### src/rtl/stream_range_pkg.sv
// Shared types for the stream_range source: FSM state encoding and default widths.
package stream_range_pkg;

  localparam int unsigned STREAM_RANGE_N     = 8;
  localparam int unsigned STREAM_RANGE_CNT_W = 8;

  typedef enum logic [1:0] {
    ST_IDLE = 2'd0,
    ST_RUN  = 2'd1,
    ST_DONE = 2'd2
  } state_e;

endpackage

### src/rtl/stream_range.sv
// Stream source: accepts (start, count, step) and emits count elements
// start, start+step, ... on a valid/ready stream, then signals completion.
module stream_range
  import stream_range_pkg::*;
#(
  parameter int unsigned N     = STREAM_RANGE_N,
  parameter int unsigned CNT_W = STREAM_RANGE_CNT_W
) (
  input  logic             clk,
  input  logic             rst,
  input  logic             in_valid,
  output logic             in_ready,
  input  logic [N-1:0]     start,
  input  logic [CNT_W-1:0] count,
  input  logic [N-1:0]     step,
  output logic [N-1:0]     sOut,
  output logic             sOut_valid,
  input  logic             sOut_ready,
  output logic             sOut_last,
  output logic             out_valid,
  input  logic             out_ready
);

  state_e           state_q, state_d;
  logic [N-1:0]     data_q, data_d;
  logic [N-1:0]     step_q, step_d;
  logic [CNT_W-1:0] remaining_q, remaining_d;

  always_ff @(posedge clk) begin
    if (rst) begin
      state_q     <= ST_IDLE;
      data_q      <= '0;
      step_q      <= '0;
      remaining_q <= '0;
    end else begin
      state_q     <= state_d;
      data_q      <= data_d;
      step_q      <= step_d;
      remaining_q <= remaining_d;
    end
  end

  always_comb begin
    state_d     = state_q;
    data_d      = data_q;
    step_d      = step_q;
    remaining_d = remaining_q;
    unique case (state_q)
      ST_IDLE: begin
        if (in_valid) begin
          step_d      = step;
          data_d      = start;
          remaining_d = count;
          state_d     = (count != '0) ? ST_RUN : ST_DONE;
        end
      end
      ST_RUN: begin
        if (sOut_ready) begin
          data_d      = data_q + step_q;
          remaining_d = remaining_q - CNT_W'(1);
          if (remaining_q == CNT_W'(1)) state_d = ST_DONE;
        end
      end
      ST_DONE: begin
        if (out_ready) state_d = ST_IDLE;
      end
      default: state_d = ST_IDLE;
    endcase
  end

  // Stream valid is exactly "in RUN", so data and last hold naturally under backpressure.
  always_comb begin
    in_ready   = (state_q == ST_IDLE);
    sOut_valid = (state_q == ST_RUN);
    sOut_last  = (state_q == ST_RUN) && (remaining_q == CNT_W'(1));
    out_valid  = (state_q == ST_DONE);
    sOut       = data_q;
  end

endmodule

### config.mk
export PLATFORM = sky130hd
export DESIGN_NAME = stream_range
export DESIGN_NICKNAME = d
export VERILOG_FILES = /design/src/rtl/stream_range_pkg.sv /design/src/rtl/stream_range.sv
export SDC_FILE = /design/constraint.sdc
export NUM_CORES = 1
export LEC_CHECK = 0
export ABC_AREA = 1
export CORE_ASPECT_RATIO = 0.8
export CORE_MARGIN = 5
export CORE_UTILIZATION = 46
export CTS_BUF_LIST = sky130_fd_sc_hd__clkbuf_4 sky130_fd_sc_hd__clkbuf_8
export DETAILED_ROUTE_END_ITERATION = 10
export PLACE_DENSITY = 0.78
export SLEW_MARGIN = 20
export SYNTH_ARGS = -nofsm -noshare
export SYNTH_HDL_FRONTEND = slang
export SYNTH_SLANG_ARGS = --single-unit
### constraint.sdc
create_clock -name clk -period 1.53 [get_ports clk]
set_input_delay 0.3825 -clock clk [delete_from_list [all_inputs] [get_ports clk]]
set_output_delay 0.3825 -clock clk [all_outputs]
set_load 0.01 [all_outputs]
== Word level (Yosys, flattened, before mapping) ==
Cells that the tools add are included.

* Bits of input ports: 29
* Flip-flop bits (word level): 26
* Logic and storage cells: 32

* Reductions and logical operators: 7
* Multiplexer cells: 12
* Equal/unequal tests: 7
* Add/subtract/negate cells: 2

{| class="wikitable"
|+ Operator list
! kind !! number
|-
| two-way mux 8 bit || 4
|-
| one-hot mux 8 bit (2 select lines) || 2
|-
| two-way mux 2 bit || 5
|-
| adder 8 bit || 1
|-
| == test 8 x 1 -> 1 bit (second input constant) || 1
|-
| nonzero test 8 bit || 1
|-
| subtractor 8 x 1 -> 8 bit (second input constant) || 1
|-
| != test 2 x 1 -> 1 bit (second input constant) || 3
|-
| one-hot mux 2 bit (3 select lines) || 1
|-
| AND reduction 4 bit || 1
|-
| AND reduction 3 bit || 1
|-
| == test 2 x 1 -> 1 bit (second input constant) || 1
|-
| == test 2 bit (second input constant) || 1
|-
| zero test 2 bit || 1
|-
| != test 2 bit (second input constant) || 1
|-
| AND reduction 2 bit || 1
|-
| nonzero test 2 bit || 1
|-
| logical AND 1 bit || 1
|}

== Longest topological paths before layout ==
* Depth in word-level cells: 4
* Depth in mapped cells: 12

== Worst setup path before layout ==
OpenSTA, ideal clock, no wires.

* Kind: reg2reg
* Start: register data_q[0], in the netlist sOut[0]
* End: register data_q[6], in the netlist sOut[6]
* Period minus slack after synthesis: 1.569 ns
* Setup time: 0.070 ns
* Slack: -0.039 ns
* Arrival time: 1.499 ns
* Stages on the path, launching flop included: 13
* Cells stage by stage: dfxtp_1 > ha_1 > inv_1 > fa_1 > inv_1 > nand2_1 > nand2_1 > nand3b_1 > nand2_1 > nand2_1 > nand3_1 > nand2_1 > a21oi_1

* Word-level cells in the longest chain between the ends: 3

{| class="wikitable"
|+ RTL lines
! item !! RTL line !! text
|-
| from (decl) || stream_range.sv:25 || <nowiki>logic [N-1:0] data_q, data_d;</nowiki>
|-
| from (signal assigned) || stream_range.sv:37 || <nowiki>data_q <= data_d;</nowiki>
|-
| adder 8 bit || stream_range.sv:59 || <nowiki>data_d = data_q + step_q;</nowiki>
|-
| two-way mux 8 bit || stream_range.sv:58 || <nowiki>if (sOut_ready) begin</nowiki>
|-
| one-hot mux 8 bit (2 select lines) || stream_range.sv:48 || <nowiki>unique case (state_q)</nowiki>
|}

Every way passes these cells. The select of a mux whose other input is x is not followed.
A chain may end at the register's enable or synchronous reset.

== Worst setup path after layout ==
Ends and elaborated chain as after synthesis.

==> summary by stage <==
STA
Derived from the worst setup path, the maximum achievable clock frequency is 632 MHz. Across the routed clock network, the largest skew measured is 0.000818 ns. Headroom to the max-slew limit came out at 0.791. Dividing the final minimum period by the clock period gives 1.03. The final count of negative-setup-slack endpoints is 2.

The slew at the pin with the worst max-slew slack is 0.311 ns. The count of final hold-check violations was 0. The minimum setup slack in the final design is -0.0515 ns.

Counting I/O delays and the setup requirement, the final critical path takes 1.58 ns. Setup repair after global routing could not meet its margin everywhere. The final count of pins violating max slew was 0.

Global route
The initial antenna violation count is 0. The largest net degree at the start of global routing is 18. In the global route stage, overall resource usage came out at 0.186.

The first global-routing pass estimated 7660 um of wire. The number of global-route vias before repair is 1704. The total congestion overflow after global routing is 0.

Power
The power per unit of standard cell area is 1860 mW/mm^2. The analysis attributes to net switching a power of 2.03 mW. The leakage power is 1.13 nW. Cell internal power was estimated by the tool at 2.53 mW. The share of total power dissipated in the clock network is 0.086.

The combinational cell fraction of total power is 0.663. The share of total power dissipated in sequential elements is 0.252. The switching power as a share of total power is 0.446. The maximum VDD drop is 0.000949 V. After layout, the design draws a total of 4.56 mW.

Worst setup path
Walking the worst path, the cells encountered are ha_4 > inv_2 > fa_2 > inv_2 > nand2_2 > nand2_2 > nand3b_1 > nand2_1 > nand2_1 > nand3_2 > nand2_2 > a21oi_2. The arrival time reported for the critical path endpoint is 1.79 ns. The number of cell instances on the worst register-to-register path is 12. For this run, the slowest stage of the critical path takes 0.36 ns. The library cell contributing the largest single delay on the critical path is sky130_fd_sc_hd__dfxtp_2. The sort of element at the start of the critical path is a register. By instance count, the cell type seen most on the critical path is sky130_fd_sc_hd__nand2_2. The critical path in this run is classified as register to register.

The largest driver fanout on the critical path is 2. The kind of end point of the critical path is a register. The critical path data required time is 1.74 ns.

Floorplanning
The floorplan step set the die width to 76.8 um. The floorplan has 19 rows. The floorplan step defined a die boundary enclosing 0.00487 mm^2. From bottom edge to top edge, the die measures 63.4 um.

During I/O placement, the number of pins put on the boundary was 41. The initial utilization of the core area, before any placement, comes to 0.476. The total core area is 0.00345 mm^2.

Synthesis
For this run, the register share of the synthesized area comes to 0.317. Synthesis produced a netlist with a net count of 287. The number of synthesized register bits is 26. The post-synthesis instance total is 248.

Sorting the synthesized cells by area gives the leading types as sky130_fd_sc_hd__dfxtp_1 32%, sky130_fd_sc_hd__nand2_1 12%, sky130_fd_sc_hd__nor2_1 9.6%, sky130_fd_sc_hd__o21ai_0 7.3%, sky130_fd_sc_hd__ha_1 6.9%. The mean instance size in the synthesized netlist is 6.62 um^2. The number of distinct library cells after synthesis is 31. The cell type with the largest total area after synthesis is sky130_fd_sc_hd__dfxtp_1.

The number of synthesis warnings is 0. The share of synthesized area in the top cell type comes to 0.317. The mapped netlist covers 0.00164 mm^2.

Placed design
The placer's final routability congestion estimate is 0.861. Input and output buffers added on the ports amount to 40. The worst setup timing slack at the placement stage is -0.124 ns.

Including well taps, the total number of placed cells is 355. Summing all placed instances gives a cell area of 0.00230 mm^2. Detailed placement finished with a half-perimeter wire length of 3460 um.

Hold path
The worst hold path depth is 2. The path class of the lowest-slack min-delay path is register to register.

Detailed routing
The residual DRC count is 0. The via count normalized by instance count is 5.15. The via total after detailed routing is 1855.

The DRC violation total after the first TritonRoute iteration is 110. Before antenna repair, the detailed router went through 4 iterations. The routed design has 4550 um of wire.

Dividing the detail-routed wire length by the instance count gives 12.7 um. The detail route stage leaves a number of antenna-violating nets equal to 0.

Run
The tool flagged a number of max-cap violations equal to 0.

Finish
Of the cells placed in the final design, the portion with a size suffix greater than 1 is 0.255. With fillers left out, the area of the finished cells amounts to 0.00245 mm^2. The count of nets after finishing is 359.

The top cell types in the final layout, fill and taps aside, are 50 x sky130_fd_sc_hd__nand2_1, 38 x sky130_fd_sc_hd__nor2_1, 33 x sky130_fd_sc_hd__buf_4, 28 x sky130_fd_sc_hd__clkdlybuf4s50_1, 22 x sky130_fd_sc_hd__inv_1. The synthesis-to-layout area growth is 49.4%. The most common cell after layout, fill and taps aside is sky130_fd_sc_hd__nand2_1. The final standard cell count with taps included and fillers excluded is 360. The repair_antennas step left the layout with diodes totalling 0.

Status
The final reports fail on negative setup slack. The flow ran to the end, but the final reports show violations.

Clock network
In this run the number of H-tree levels came out at 1. TritonCTS built the clock tree. Clock tree synthesis selected as its root buffer the cell sky130_fd_sc_hd__clkbuf_8.

The clock sink count is 26. No sink is reached through more buffers than the 2 on the longest clock path. The number of CTS-inserted buffers is 3.

The clock slew seen by the registers of the worst setup and hold paths is 0.09 ns. The later pin in the worst-skew pair is clocked with a latency of 0.27 ns.
[power groups by stage]
| stage | clock network (mW) | registers [mW] | logic, mW |
|---|---|---|---|
| floorplan | 0 | 1.17 | 1.62 |
| global placement | 0 | 1.10 | 2.77 |
| detailed placement | 0 | 1.11 | 2.83 |
| CTS | 0.396 | 1.11 | 2.84 |
| global route | 0.429 | 1.18 | 3.41 |
| finish | 0.391 | 1.15 | 3.02 |
[worst paths after layout]
path / start / to / slack [ns]
worst min-delay path: sOut[7]$_SDFFE_PP0P_ / sOut[7]$_SDFFE_PP0P_ / 0.50
worst max-delay path: sOut[0]$_SDFFE_PP0P_ / sOut[6]$_SDFFE_PP0P_ / -0.05
worst max register to register: sOut[0]$_SDFFE_PP0P_ / sOut[6]$_SDFFE_PP0P_ / -0.05
worst min register to register: sOut[7]$_SDFFE_PP0P_ / sOut[7]$_SDFFE_PP0P_ / 0.50
[Yosys cell counts]
library cell,number
sky130_fd_sc_hd__a21oi_1,19
sky130_fd_sc_hd__inv_1,26
sky130_fd_sc_hd__xnor2_1,2
sky130_fd_sc_hd__ha_1,9
sky130_fd_sc_hd__o21ai_1,3
sky130_fd_sc_hd__nand2_1,54
sky130_fd_sc_hd__inv_4,1
sky130_fd_sc_hd__o211ai_2,1
sky130_fd_sc_hd__nand2_2,1
sky130_fd_sc_hd__o21ai_0,24
sky130_fd_sc_hd__buf_6,2
sky130_fd_sc_hd__or2_2,2
sky130_fd_sc_hd__nor2_1,42
sky130_fd_sc_hd__a31oi_1,3
sky130_fd_sc_hd__inv_2,1
sky130_fd_sc_hd__a211oi_2,2
sky130_fd_sc_hd__o21ai_2,1
sky130_fd_sc_hd__nand3b_1,3
sky130_fd_sc_hd__fa_1,1
sky130_fd_sc_hd__nor2_4,1
sky130_fd_sc_hd__nor3_1,2
sky130_fd_sc_hd__o22ai_1,2
sky130_fd_sc_hd__nor2_2,1
sky130_fd_sc_hd__xor2_1,1
sky130_fd_sc_hd__a21oi_2,1
sky130_fd_sc_hd__buf_2,3
sky130_fd_sc_hd__nand4_1,1
sky130_fd_sc_hd__nand3_1,10
sky130_fd_sc_hd__dfxtp_1,26
sky130_fd_sc_hd__o21a_1,1
sky130_fd_sc_hd__clkbuf_1,2
[repair_timing]
action	4_1_cts	5_1_grt
setup endpoints to repair	17	18
pin swaps	3	6
setup buffers	2	0
hold buffers	0	0
gates resized for setup	35	24
[state kept, by name (all words and copies together) (netlist names)]
register and count:
remaining_q 8, sOut 8, state_q 2, step_q 8
[critical path: cells and delay by family (launching register included)]
| kind | cells | cell delay (ns) |
|---|---|---|
| AND/OR/NAND/NOR | 7 | 0.48 |
| adder cells (fa/ha/maj) | 2 | 0.46 |
| flip-flops | 1 | 0.36 |
| buffers and inverters | 2 | 0.10 |
| AO/OA/AOI/OAI | 1 | 0.10 |
[per-layer routing]
layer | routed length, um | GRT usage | part of all wire
met3 | 290 | 0.0541 | 0.064
met5 | 0 | 0 | 0
met4 | 14 | 0.0197 | 0.0031
met2 | 2040 | 0.288 | 0.45
met1 | 2210 | 0.263 | 0.49
[cells by family (layout without fill, tap and decap cells)]
| logic type | after synthesis | in the layout | share of synthesized area |
|---|---|---|---|
| DFF | 26 | 26 | 0.317 |
| adders and majority gates | 10 | 10 | 0.0808 |
| xor gates and xnor gates | 3 | 3 | 0.0160 |
| and+or+nand+nor | 117 | 117 | 0.296 |
| AOI/OAI and AO/OA | 57 | 57 | 0.197 |
| buffers and inverters | 35 | 105 | 0.0930 |
[through the flow]
stage	utilization	hold WS, ns	TNS [ns]
after floorplan	-	0.466	0
after global placement	0.668	0.483	-1.23
after detailed placement	0.668	0.492	-1.82
after CTS	0.689	0.506	-0.0688
after global routing	0.711	0.539	-0.331
final	0.711	0.504	-0.0590
[final cells by class]
cell class              instances  area [um^2]
fillers                       286          995
inverters                      28          110
multi-input cells             187         1080
flip-flops and latches         26          527
well taps                      42         52.6
clock buffers                   3         41.3
repair buffers                 74          638
(Power assumes the default switching activity.)
